## src/rtl/sram_b_stream_reader.sv

```systemverilog
// sram_b_stream_reader: sequential SRAM read-port client returning data as a valid/ready stream
// Ports: CLK/RST (async active-high) | start, base_addr, length: command, accepted in IDLE
//        busy, done: command status | CE1, A1, Q1: SRAM read port 1 (Q1 one cycle after CE1)
//        out_valid, out_ready, out_data: output stream fed from a 2-entry FIFO
module sram_b_stream_reader #(
  parameter int ABITS = 20,
  parameter int DBITS = 8,
  parameter int LBITS = 21
) (
  input  logic             CLK,
  input  logic             RST,
  input  logic             start,
  input  logic [ABITS-1:0] base_addr,
  input  logic [LBITS-1:0] length,
  output logic             busy,
  output logic             done,
  output logic             CE1,
  output logic [ABITS-1:0] A1,
  input  logic [DBITS-1:0] Q1,
  output logic             out_valid,
  input  logic             out_ready,
  output logic [DBITS-1:0] out_data
);
  typedef enum logic [1:0] {IDLE, RUN, DRAIN} state_t;
  state_t state_q, state_d;
  logic [ABITS-1:0] addr_q, addr_d;
  logic [LBITS-1:0] rem_q, rem_d;
  logic [1:0] occ_q, occ_d;
  logic [DBITS-1:0] head_q, head_d, tail_q, tail_d;
  logic inflight_q, busy_q, done_q, done_d, pop, push, ce;
  assign pop = out_valid && out_ready;
  assign push = inflight_q;
  // Issue only if the word still in flight and the current entries fit after this cycle's pop.
  assign ce = state_q == RUN && rem_q != '0 && (3'(occ_q) + 3'(inflight_q) < 3'd2 + 3'(pop));
  assign CE1 = ce;
  assign A1 = ce ? addr_q : '0;
  assign out_valid = occ_q != 2'd0;
  assign out_data = head_q;
  assign busy = busy_q;
  assign done = done_q;
  always_comb begin
    state_d = state_q;
    done_d = 1'b0;
    addr_d = ce ? addr_q + ABITS'(1) : addr_q;
    rem_d = ce ? rem_q - LBITS'(1) : rem_q;
    occ_d = occ_q + 2'(push) - 2'(pop);
    head_d = pop ? (occ_q == 2'd2 ? tail_q : (push ? Q1 : head_q)) : (push && occ_q == 2'd0 ? Q1 : head_q);
    tail_d = push && (occ_q - 2'(pop) == 2'd1) ? Q1 : tail_q;
    case (state_q)
      IDLE: begin
        if (start && length != '0) begin
          state_d = RUN;
          addr_d = base_addr;
          rem_d = length;
        end
        done_d = start && length == '0;
      end
      RUN: state_d = rem_d == '0 ? DRAIN : RUN;
      DRAIN: begin
        state_d = occ_d == 2'd0 ? IDLE : DRAIN;
        done_d = occ_d == 2'd0;
      end
      default: state_d = IDLE;
    endcase
  end
  always_ff @(posedge CLK or posedge RST) begin
    if (RST) begin
      state_q <= IDLE;
      addr_q <= '0;
      rem_q <= '0;
      occ_q <= 2'd0;
      head_q <= '0;
      tail_q <= '0;
      inflight_q <= 1'b0;
      busy_q <= 1'b0;
      done_q <= 1'b0;
    end else begin
      state_q <= state_d;
      addr_q <= addr_d;
      rem_q <= rem_d;
      occ_q <= occ_d;
      head_q <= head_d;
      tail_q <= tail_d;
      inflight_q <= ce;
      busy_q <= state_d != IDLE;
      done_q <= done_d;
    end
  end
endmodule

```

## config.mk

```make
export PLATFORM = sky130hd
export DESIGN_NAME = sram_b_stream_reader
export DESIGN_NICKNAME = d
export VERILOG_FILES = /design/src/rtl/sram_b_stream_reader.sv
export SDC_FILE = /design/constraint.sdc
export NUM_CORES = 1
export LEC_CHECK = 0
export ABC_AREA = 1
export BUFFER_PORTS_ARGS = -buffer_cell sky130_fd_sc_hd__buf_2
export CAP_MARGIN = 20
export CORE_ASPECT_RATIO = 1.2
export CORE_MARGIN = 10
export CORE_UTILIZATION = 40
export DETAILED_ROUTE_END_ITERATION = 16
export GPL_ROUTABILITY_DRIVEN = 0
export PLACE_DENSITY_LB_ADDON = 0.08
export SLEW_MARGIN = 0
export SYNTH_ARGS = -nofsm -noshare
export SYNTH_HDL_FRONTEND = slang
export SYNTH_SLANG_ARGS = --single-unit
```

## constraint.sdc

```tcl
create_clock -name CLK -period 2.3 [get_ports CLK]
set_input_delay 0.115 -clock CLK [delete_from_list [all_inputs] [get_ports CLK]]
set_output_delay 0.115 -clock CLK [all_outputs]
set_load 0.01 [all_outputs]
```

# --- After elaboration in Yosys (flattened, before gate mapping) ---
# Cells that the tools add are included.
totals:
  reg_bits: 64
  latchBits: 0
  ram_bits: 0
  romBits: 0
  inputBits: 53
  output_inout_bits: 32
  wordCells: 56
  memories: 0
op_classes:
  addsub: 7
  mul: 0
  div_mod_pow: 0
  n_lt_le_gt_ge: 1
  eq_ne: 5
  n_shift: 0
  mux: 16
  n_bitwise: 0
  n_reduce_logical: 18
op_table:
  columns: ["operator", "count"]
  rows:
  - ["$mux 20", 4]
  - ["$mux 21", 3]
  - ["$logic_not 21->1", 2]
  - ["$reduce_bool 21->1", 2]
  - ["$mux 8", 4]
  - ["$sub 21x1->21 const B", 1]
  - ["$add 20x1->20 const B", 1]
  - ["$logic_and 1x1->1", 7]
  - ["$logic_not 2->1", 3]
  - ["$mux 2", 3]
  - ["$pmux 2 s3", 1]
  - ["$reduce_bool 2->1", 3]
  - ["$eq 2x1->1 const B", 2]
  - ["$eq 2x2->1 const B", 2]
  - ["$sub 2x1->2", 2]
  - ["$add 2x1->3", 1]
  - ["$add 2x1->3 const A", 1]
  - ["$lt 3x3->1", 1]
  - ["$ne 3x2->1 const B", 1]
  - ["$add 2x1->2", 1]
  - ["$pmux 1 s2", 1]
  - ["$reduce_and 2->1", 1]

# --- Logic depth before layout (Yosys ltp) ---
# Gate-level depths: netlist (run 1).
depth:
  depth_word: 10
  mapped_depth: 17
  ltp_nobuf: 16

# --- Worst setup path before layout (run 1) ---
# OpenSTA, ideal clock, no wires.
synth_timing:
  path_kind: "register to register"
  startpoint: "register occ_q[0]"
  endpoint: "register addr_q[12]"
  setup_ns: 0.119
  t_arrival_ns: 2.110
  t_required_ns: 2.181
  path_slack_ns: 0.071
  stages_incl_launch_ff: 12
  n_path_buf: 1
  synth_period_minus_slack_ns: 2.229
  cell_sequence: "dfrtp_1 > ha_1 > ha_1 > a21oi_4 > nand2_8 > buf_6 > nor2_4 > nand4_2 > nor2_1 > nand3_1 > a31oi_1 > inv_1"
synth_via:
  elab_chain_cells: 8
  elab_cells_between_ends: 9
  classes_between: "add/sub (2); order compare (1); mux (3); reduce/logical (3)"
synth_rtl:
  columns: ["element", "line_no", "source"]
  rows:
  - ["start, declared", "28", "logic [1:0] occ_q, occ_d;"]
  - ["start signal, assigned", "71", "occ_q <= 2'd0;"]
  - ["start signal, assigned", "81", "occ_q <= occ_d;"]
  - ["$reduce_bool 2->1", "37", "assign out_valid = occ_q != 2'd0;"]
  - ["$logic_and 1x1->1", "31", "assign pop = out_valid && out_ready;"]
  - ["$add 2x1->3", "34", "assign ce = state_q == RUN && rem_q != '0 && (3'(occ_q) + 3'(inflight_q) < 3'd2 + 3'(pop));"]
  - ["$lt 3x3->1 *", "34", null]
  - ["$logic_and 1x1->1 *", "34", null]
  - ["$mux 20 *", "44", "addr_d = ce ? addr_q + ABITS'(1) : addr_q;"]
  - ["$mux 20", "51", "if (start && length != '0) begin"]
  - ["$mux 20 *", "49", "case (state_q)"]
  - ["net addr_d[12]", "26", "logic [ABITS-1:0] addr_q, addr_d;"]
  - ["end signal, assigned", "79", "addr_q <= addr_d;"]
  - ["end, declared", "26", null]
# The timed path passes the listed nets; every way through them passes the cells marked *.
# A chain may end at the register's enable or synchronous reset.

# --- Final worst setup path (run 1) ---
layout_timing:
  startpoint: "register occ_q[0]"
  endpoint: "register busy_q (netlist: busy)"
layout_via:
  elab_chain_cells: 10
  elab_cells_between_ends: 15
  classes_between: "add/sub (4); order compare (1); mux (4); reduce/logical (6)"
layout_rtl:
  columns: ["element", "line_no", "source"]
  rows:
  - ["$reduce_bool 2->1", "37", null]
  - ["$logic_and 1x1->1", "31", null]
  - ["$add 2x1->3", "34", null]
  - ["$lt 3x3->1", "34", null]
  - ["$logic_and 1x1->1", "34", null]
  - ["$mux 21", "45", "rem_d = ce ? rem_q - LBITS'(1) : rem_q;"]
  - ["$logic_not 21->1", "58", "RUN: state_d = rem_d == '0 ? DRAIN : RUN;"]
  - ["$mux 2", "58", null]
  - ["$pmux 2 s3 *", "49", null]
  - ["$reduce_bool 2->1 *", "85", "busy_q <= state_d != IDLE;"]
  - ["end signal, assigned", "75", "busy_q <= 1'b0;"]
  - ["end signal, assigned", "85", null]
  - ["end, declared", "30", "logic inflight_q, busy_q, done_q, done_d, pop, push, ce;"]
# Every way passes the cells marked *; elsewhere a longest branch is shown, timed or not.

==> results.sh, run 1 <==
export IMPL_min_period_ns=2.249
export IMPL_yosysWarnings=0
export IMPL_overflow=0
export IMPL_grt_first_pass_wirelength_mm=21.29
export IMPL_syn_area_per_cell_um2=7.041
export IMPL_dp_hpwl_mm=9.650
export IMPL_critical_path_arrival_ns=2.47
export IMPL_drtIter0Drc=273
export IMPL_htree_levels=3
export IMPL_clockBufferDepth=2
export IMPL_timing_slew_headroom=0.6784
export IMPL_reg2reg_slack_ns=0.05
export IMPL_antenna_cells=0
export IMPL_hp_class="in -> reg"
export IMPL_max_cap_violations=0
export IMPL_grt_pass1_vias=4528
export IMPL_yosys_cell_types_count=37
export IMPL_grt_setup_unrepaired="yes"
export IMPL_cts_tree="built"
export IMPL_holdPathStages=3
export IMPL_fp_row_count=41
export IMPL_synth_seq_area_share=0.3705
export IMPL_hold_viol=0
export IMPL_finalPower_uw=9850
export IMPL_p_leak_uw=0.002971
export IMPL_timing_final_max_slew_violations=0
export IMPL_fin_nets=819
export IMPL_port_buffers=84
export IMPL_slowest_delay_ns=0.41
export IMPL_syn_inst=614
export IMPL_drt_wl_total_mm=13.24
export IMPL_setup_worst_path_end_class="register"
export IMPL_clk_pin_slew_ns=0.06
export IMPL_period_share=0.9778
export IMPL_required_ns=2.52
export IMPL_worstReg2RegStart="occ_q[0]"
export IMPL_cp_max_fo=7
export IMPL_r2r_cells=14
export IMPL_ioPinCount=85
export IMPL_antenna_found_initial=0
export IMPL_synth_flop_cell="dfrtp_1"
export IMPL_syn_area_um2=4323
export IMPL_finalSetupTns_ns=0
export IMPL_drtPass1Iterations=4
export IMPL_dieArea_um2=15380
export IMPL_avgRoutedWirePerCell_um=14.86
export IMPL_worst_slew_pin_slew_ns=0.4819
export IMPL_clockRootBuffer="clkbuf_16"
export IMPL_synth_edf_count=0
export IMPL_die_y_um=133.9
export IMPL_status="completed"
export IMPL_ys_seq_elements=64
export IMPL_timing_hold_ws_ns=0.009507
export IMPL_layout_drive_gt1_share=0.2874
export IMPL_ant_nets=0
export IMPL_worst_setup_path_type="reg -> reg"
export IMPL_syn_nets=676
export IMPL_min_from="base_addr[19]"
export IMPL_fin_util=0.5581
export IMPL_clock_skew_ns=0.006659
export IMPL_start_kind="register"
export IMPL_async_flop_share=1.000
export IMPL_coreArea_um2=10570
export IMPL_cpMaxStageDelayCell="dfrtp_1"
export IMPL_via_per_inst=5.020
export IMPL_track_usage=0.1692
export IMPL_start_util=0.4091
export IMPL_max_freq_mhz=444.6
export IMPL_area_growth_pct=36.44
export IMPL_clock_sinks=64
export IMPL_cts_made_buffers=9
export IMPL_setup_viol=0
export IMPL_irDropWorstVdd_v=0.0009673
export IMPL_die_w_um=114.9
export IMPL_grt_max_degree=65
export IMPL_crit_chain="ha_4 -> ha_4 -> inv_2 -> nand2_2 -> a21oi_4 -> buf_6 -> nand2_8 -> nor2_1 -> nand2_1 -> xor2_1 -> nor2_2 -> nand3_1 -> a21oi_2 -> nand2_1"
export IMPL_clk_latency_ns=0.34
export IMPL_hold_path_endpoint="addr_q[19]"
export IMPL_remaining_drc_errors=0
export IMPL_r2r_end="busy"
export IMPL_powerDensity_nw_per_um2=1670
export IMPL_num_vias=4473
==> sequential cells by signal (all words and copies together) (netlist names) <==
name / flops
addr_q: 20
busy: 1
done: 1
inflight_q: 1
occ_q: 2
out_data: 8
rem_q: 21
state_q: 2
tail_q: 8
==> metrics by stage <==
| stage | std cells | instance area (µm²) | setup slack [ns] |
|---|---|---|---|
| 3_3_place_gp | 848 | 5125 | 0.05007 |
| 6_report | 891 | 5898 | 0.05098 |
| 4_1_cts | 889 | 5748 | 0.002033 |
| 5_1_grt | 891 | 5898 | -0.08575 |
| 2_1_floorplan | 614 | 4323 | 0.07109 |
| 3_5_place_dp | 848 | 5125 | 0.004879 |
==> placed cells by master, fill, tap and decap left out, drive strengths merged <==
| cell type | netlist | final |
|---|---|---|
| nand3 | 31 | 31 |
| nor4 | 6 | 6 |
| and3 | 1 | 1 |
| a31oi | 25 | 25 |
| a21oi | 6 | 6 |
| o32ai | 1 | 1 |
| clkbuf | 8 | 10 |
| dfrtp | 64 | 64 |
| nand3b | 8 | 8 |
| mux2i | 2 | 2 |
| nor2 | 108 | 108 |
| dlygate4sd3 | 0 | 15 |
| clkinvlp | 0 | 3 |
| o21ai | 24 | 24 |
| nor3 | 10 | 10 |
| inv | 71 | 72 |
| mux2 | 8 | 8 |
| buf | 8 | 130 |
| nand2 | 184 | 187 |
| bufinv | 0 | 1 |
| xor2 | 18 | 18 |
| o211ai | 4 | 4 |
| nor3b | 1 | 1 |
| clkinv | 0 | 1 |
| ha | 9 | 9 |
| nand4 | 14 | 14 |
| xnor2 | 3 | 3 |
==> report_power, final <==
| part | switching (µW) | leakage [µW] | internal, µW |
|---|---|---|---|
| registers | 429 | 0.000767 | 1700 |
| clock network | 535 | 0.000141 | 870 |
| logic | 3720 | 0.00206 | 2600 |
==> metal layers <==
layer  part of all wire  track usage
met2               0.50       0.2841
met3              0.055      0.04641
met4              0.016      0.05992
met1               0.43       0.2002
met5                  0            0
==> final cells by class <==
cell class                      count  area [µm²]
Timing Repair Buffer              145       987.2
Clock buffer                       10       239.0
Tap cell                          129       161.4
Inverter                           71       279.0
Multi-Input combinational cell    466        2564
Sequential cell                    64        1602
Clock inverter                      6       66.31
Fill cell                         999        4669
==> synth_stat cells (5+ instances only) <==
master | n | share of area
nand2_2 | 5 | 0.0072
inv_1 | 67 | 0.058
xor2_1 | 18 | 0.036
nor4_1 | 6 | 0.0087
nand4_1 | 13 | 0.019
nor2_1 | 97 | 0.084
nor2_2 | 8 | 0.012
nand2_1 | 177 | 0.15
nor3_1 | 10 | 0.012
nand3b_1 | 8 | 0.014
ha_1 | 9 | 0.026
dfrtp_1 | 64 | 0.37
a31oi_1 | 25 | 0.036
o21ai_0 | 23 | 0.027
nand3_1 | 30 | 0.035
clkbuf_1 | 8 | 0.0069
mux2_2 | 8 | 0.021
==> worst max-delay path: cells and delay by family (launching register included) <==
| kind | cells | cell delay [ns] |
|---|---|---|
| AO/OA/AOI/OAI | 2 | 0.42 |
| XOR/XNOR | 1 | 0.16 |
| adder cells (fa/ha/maj) | 2 | 0.33 |
| buffers and inverters | 2 | 0.24 |
| flip-flops | 1 | 0.41 |
| AND/OR/NAND/NOR | 7 | 0.59 |
==> worst max path at each step <==
stage	from	end	slack, ns	depth (start not counted)
floorplan	occ_q[0]	addr_q[12]	0.07	11
global placement	occ_q[0]	busy	0.05	12
detailed placement	occ_q[0]	addr_q[2]	0.005	10
CTS	inflight_q	busy	0.002	15
global route	occ_q[0]	addr_q[11]	-0.09	14
finish	occ_q[0]	busy	0.05	14
==> timing repair <==
action / CTS / global route
setup buffers: 7 / 2
resized for setup: 17 / 35
hold buffers: 15 / 0
endpoints found under the hold margin: 78 / 0
endpoints found under the setup margin: 6 / 25
pin swaps: 10 / 21
cloned: 3 / 0
==> cells by family (layout without fill, tap and decap cells) <==
kind of cell / Yosys count / in the layout / synth area share
simple gates: 363 / 366 / 0.3696
buf+inv: 87 / 232 / 0.08249
flops: 64 / 64 / 0.3705
compound gates: 60 / 60 / 0.08336
xor+xnor: 21 / 21 / 0.04255
mux: 10 / 10 / 0.02547
fa+ha+maj: 9 / 9 / 0.02605
Note: power is estimated with default switching activity, not from simulation.
==> run 2, diff against run 1 <==
--- a/config.mk
+++ b/config.mk
@@ -13,7 +13,7 @@
 export CORE_UTILIZATION = 40
 export DETAILED_ROUTE_END_ITERATION = 16
 export GPL_ROUTABILITY_DRIVEN = 0
-export PLACE_DENSITY_LB_ADDON = 0.08
+export PLACE_DENSITY_LB_ADDON = 0.3
 export SLEW_MARGIN = 0
 export SYNTH_ARGS = -nofsm -noshare
 export SYNTH_HDL_FRONTEND = slang
==> constraint.sdc (replaced) <==
create_clock -name CLK -period 2.5 [get_ports CLK]
set_input_delay 0.125 -clock CLK [delete_from_list [all_inputs] [get_ports CLK]]
set_output_delay 0.125 -clock CLK [all_outputs]
set_load 0.01 [all_outputs]
==> results.sh, run 2 (synthesis results as in run 1) <==
export IMPL_gr_usage_met3=0.04462
export IMPL_port_buffers=84
export IMPL_slowest_delay_ns=0.40
export IMPL_ant_nets=0
export IMPL_layout_drive_gt1_share=0.2166
export IMPL_holdPathStages=3
export IMPL_grt_use_met2=0.2801
export IMPL_grt_first_pass_wirelength_mm=20.93
export IMPL_hold_viol=0
export IMPL_switching_share=0.4821
export IMPL_cpMostUsedCell="nand2_1"
export IMPL_crit_family="simple AND/OR/NAND/NOR gates"
export IMPL_clk_pin_slew_ns=0.06
export IMPL_finalSetupTns_ns=0
export IMPL_status="completed"
export IMPL_fp_row_count=41
export IMPL_clk_latency_ns=0.34
export IMPL_clockRootBuffer="clkbuf_16"
export IMPL_hold_path_endpoint="addr_q[8]"
export IMPL_dieArea_um2=15380
export IMPL_period_share=0.9615
export IMPL_cp_max_fo=13
export IMPL_p_comb_frac=0.580
export IMPL_hp_class="in -> reg"
export IMPL_grt_use_met1=0.1919
export IMPL_cts_tree="built"
export IMPL_min_from="base_addr[8]"
export IMPL_antenna_cells=0
export IMPL_seqPwrFrac=0.250
export IMPL_crit_buf_inv=1
export IMPL_critical_path_arrival_ns=2.63
export IMPL_max_freq_mhz=416.0
export IMPL_top_register="rem_q"
export IMPL_crit_chain="ha_1 -> ha_1 -> a21oi_4 -> nand2_8 -> buf_4 -> nand2_1 -> nand2_1 -> nor2_1 -> nand2_1 -> nor2_2 -> nand3_1 -> a21oi_2 -> nand2_1"
export IMPL_max_cap_violations=0
export IMPL_track_usage=0.1653
export IMPL_p_switching_uw=3926
export IMPL_drtPass1Iterations=5
export IMPL_via_per_inst=5.143
export IMPL_coreArea_um2=10570
export IMPL_timing_slew_headroom=0.5425
export IMPL_final_common_cell="nand2_1"
export IMPL_die_w_um=114.9
export IMPL_start_util=0.4091
export IMPL_grt_pass1_vias=4481
export IMPL_fin_nets=782
export IMPL_required_ns=2.72
export IMPL_timing_final_max_slew_violations=0
export IMPL_cpMaxStageDelayCell="dfrtp_1"
export IMPL_n_fill_cell=1048
export IMPL_remaining_drc_errors=0
export IMPL_htree_levels=3
export IMPL_min_period_ns=2.404
export IMPL_die_y_um=133.9
export IMPL_drt_wl_total_mm=12.66
export IMPL_fin_area_um2=5394
export IMPL_worstReg2RegStart="inflight_q"
export IMPL_largest_reg_flops=21
export IMPL_area_growth_pct=24.78
export IMPL_setup_worst_path_end_class="register"
export IMPL_start_kind="register"
export IMPL_worst_slew_pin_slew_ns=0.6853
export IMPL_drtIter0Drc=232
export IMPL_placed_area_um2=4942
export IMPL_ioPinCount=85
export IMPL_dp_hpwl_mm=9.559
export IMPL_p_int_uw=4218
export IMPL_powerDensity_nw_per_um2=1510
export IMPL_reg2reg_slack_ns=0.1
export IMPL_avgRoutedWirePerCell_um=14.82
export IMPL_clock_sinks=64
export IMPL_final_cell_mix="nand2_1 (177), nor2_1 (95), buf_2 (84)"
export IMPL_r2r_cells=13
export IMPL_clkPwrFrac=0.170
export IMPL_p_leak_uw=0.002765
export IMPL_irDropWorstVdd_v=0.0008339
export IMPL_clock_skew_ns=0.005499
export IMPL_setup_viol=0
export IMPL_num_vias=4392
export IMPL_overflow=0
export IMPL_grt_max_degree=32
export IMPL_busiest_layer="met2"
export IMPL_reg_top3="rem_q: 21 flops, addr_q: 20 flops"
export IMPL_worst_setup_path_type="reg -> reg"
export IMPL_antenna_found_initial=0
export IMPL_r2r_end="busy"
export IMPL_cts_made_buffers=9
export IMPL_clockBufferDepth=2
export IMPL_grt_setup_unrepaired="no"
## run 2: cell types whose count changed in the layout (fill, tap and decap cells not counted), moves of 4 or more
cell and change:
buf_12 -4, buf_4 -21, buf_6 -5, dlygate4sd3_1 -7, nand2_1 +13, nand2_2 -12, nor2_1 +10, nor2_2 -7
## run 2: routing by layer
metal	wire [µm]	up-vias
li1	-	2191
met1	5211	2029
met2	6222	154
met3	967	18
met4	257	0
met5	0	-
## run 2: area by class of cell
class                      instances  area [µm²]  share of cell area
clock buffer                       9       225.2             0.04175
clock inverter                     7       102.6             0.01902
inverter                          71       274.0             0.05080
multi-input combinational        464        2386              0.4424
sequential                        64        1602              0.2969
tap                              129       161.4             0.02992
timing repair buffer             110       643.1              0.1192
## run 2: worst reg2reg max path: cells and delay by family, from the launching register on
kind / cells / cell delay, ns
fa+ha+maj: 2 / 0.49
buf+inv: 1 / 0.19
compound gates: 2 / 0.41
flops: 1 / 0.40
simple gates: 8 / 0.79
## run 2: worst max-delay path by stage
stage               cells past startpoint         end       start  slack (ns)
detailed placement                     12        busy  inflight_q        0.18
global route                           15        busy  inflight_q      0.0007
global placement                       12        busy  inflight_q        0.22
floorplan                              11  addr_q[12]    occ_q[0]        0.27
CTS                                     8       A1[0]  inflight_q        0.05
finish                                 13        busy  inflight_q         0.1
## run 2: timing repair
| item | in CTS | in global routing |
|---|---|---|
| hold endpoints to repair | 36 | 0 |
| gates resized for setup | 2 | 4 |
| setup buffers | 0 | 2 |
| pin swaps | 0 | 3 |
| cloned | 0 | 1 |
| hold buffers | 8 | 0 |
| endpoints found under the setup margin | 1 | 5 |
## run 2: stage by stage
stage / setup WS (ns) / power, µW / hold WS, ns / utilization / cells
after floorplan: 0.2711 / 5345 / 0.2346 / - / 614
after global placement: 0.2166 / 6503 / 0.2767 / 0.4677 / 827
after detailed placement: 0.1848 / 6598 / 0.2833 / 0.4677 / 827
after CTS: 0.04533 / 8064 / 0.0004797 / 0.5069 / 851
after global routing: 0.0007419 / 8909 / 0.01699 / 0.5104 / 854
final: 0.09616 / 8144 / 0.002512 / 0.5104 / 854
## run 2: power groups by stage
stage                     clock network (µW)  logic [µW]  registers [µW]
after floorplan                            0        3400            1950
after global placement                     0        4490            2010
after detailed placement                   0        4560            2030
after CTS                               1410        4620            2030
after global routing                    1470        5340            2110
final                                   1390        4720            2040
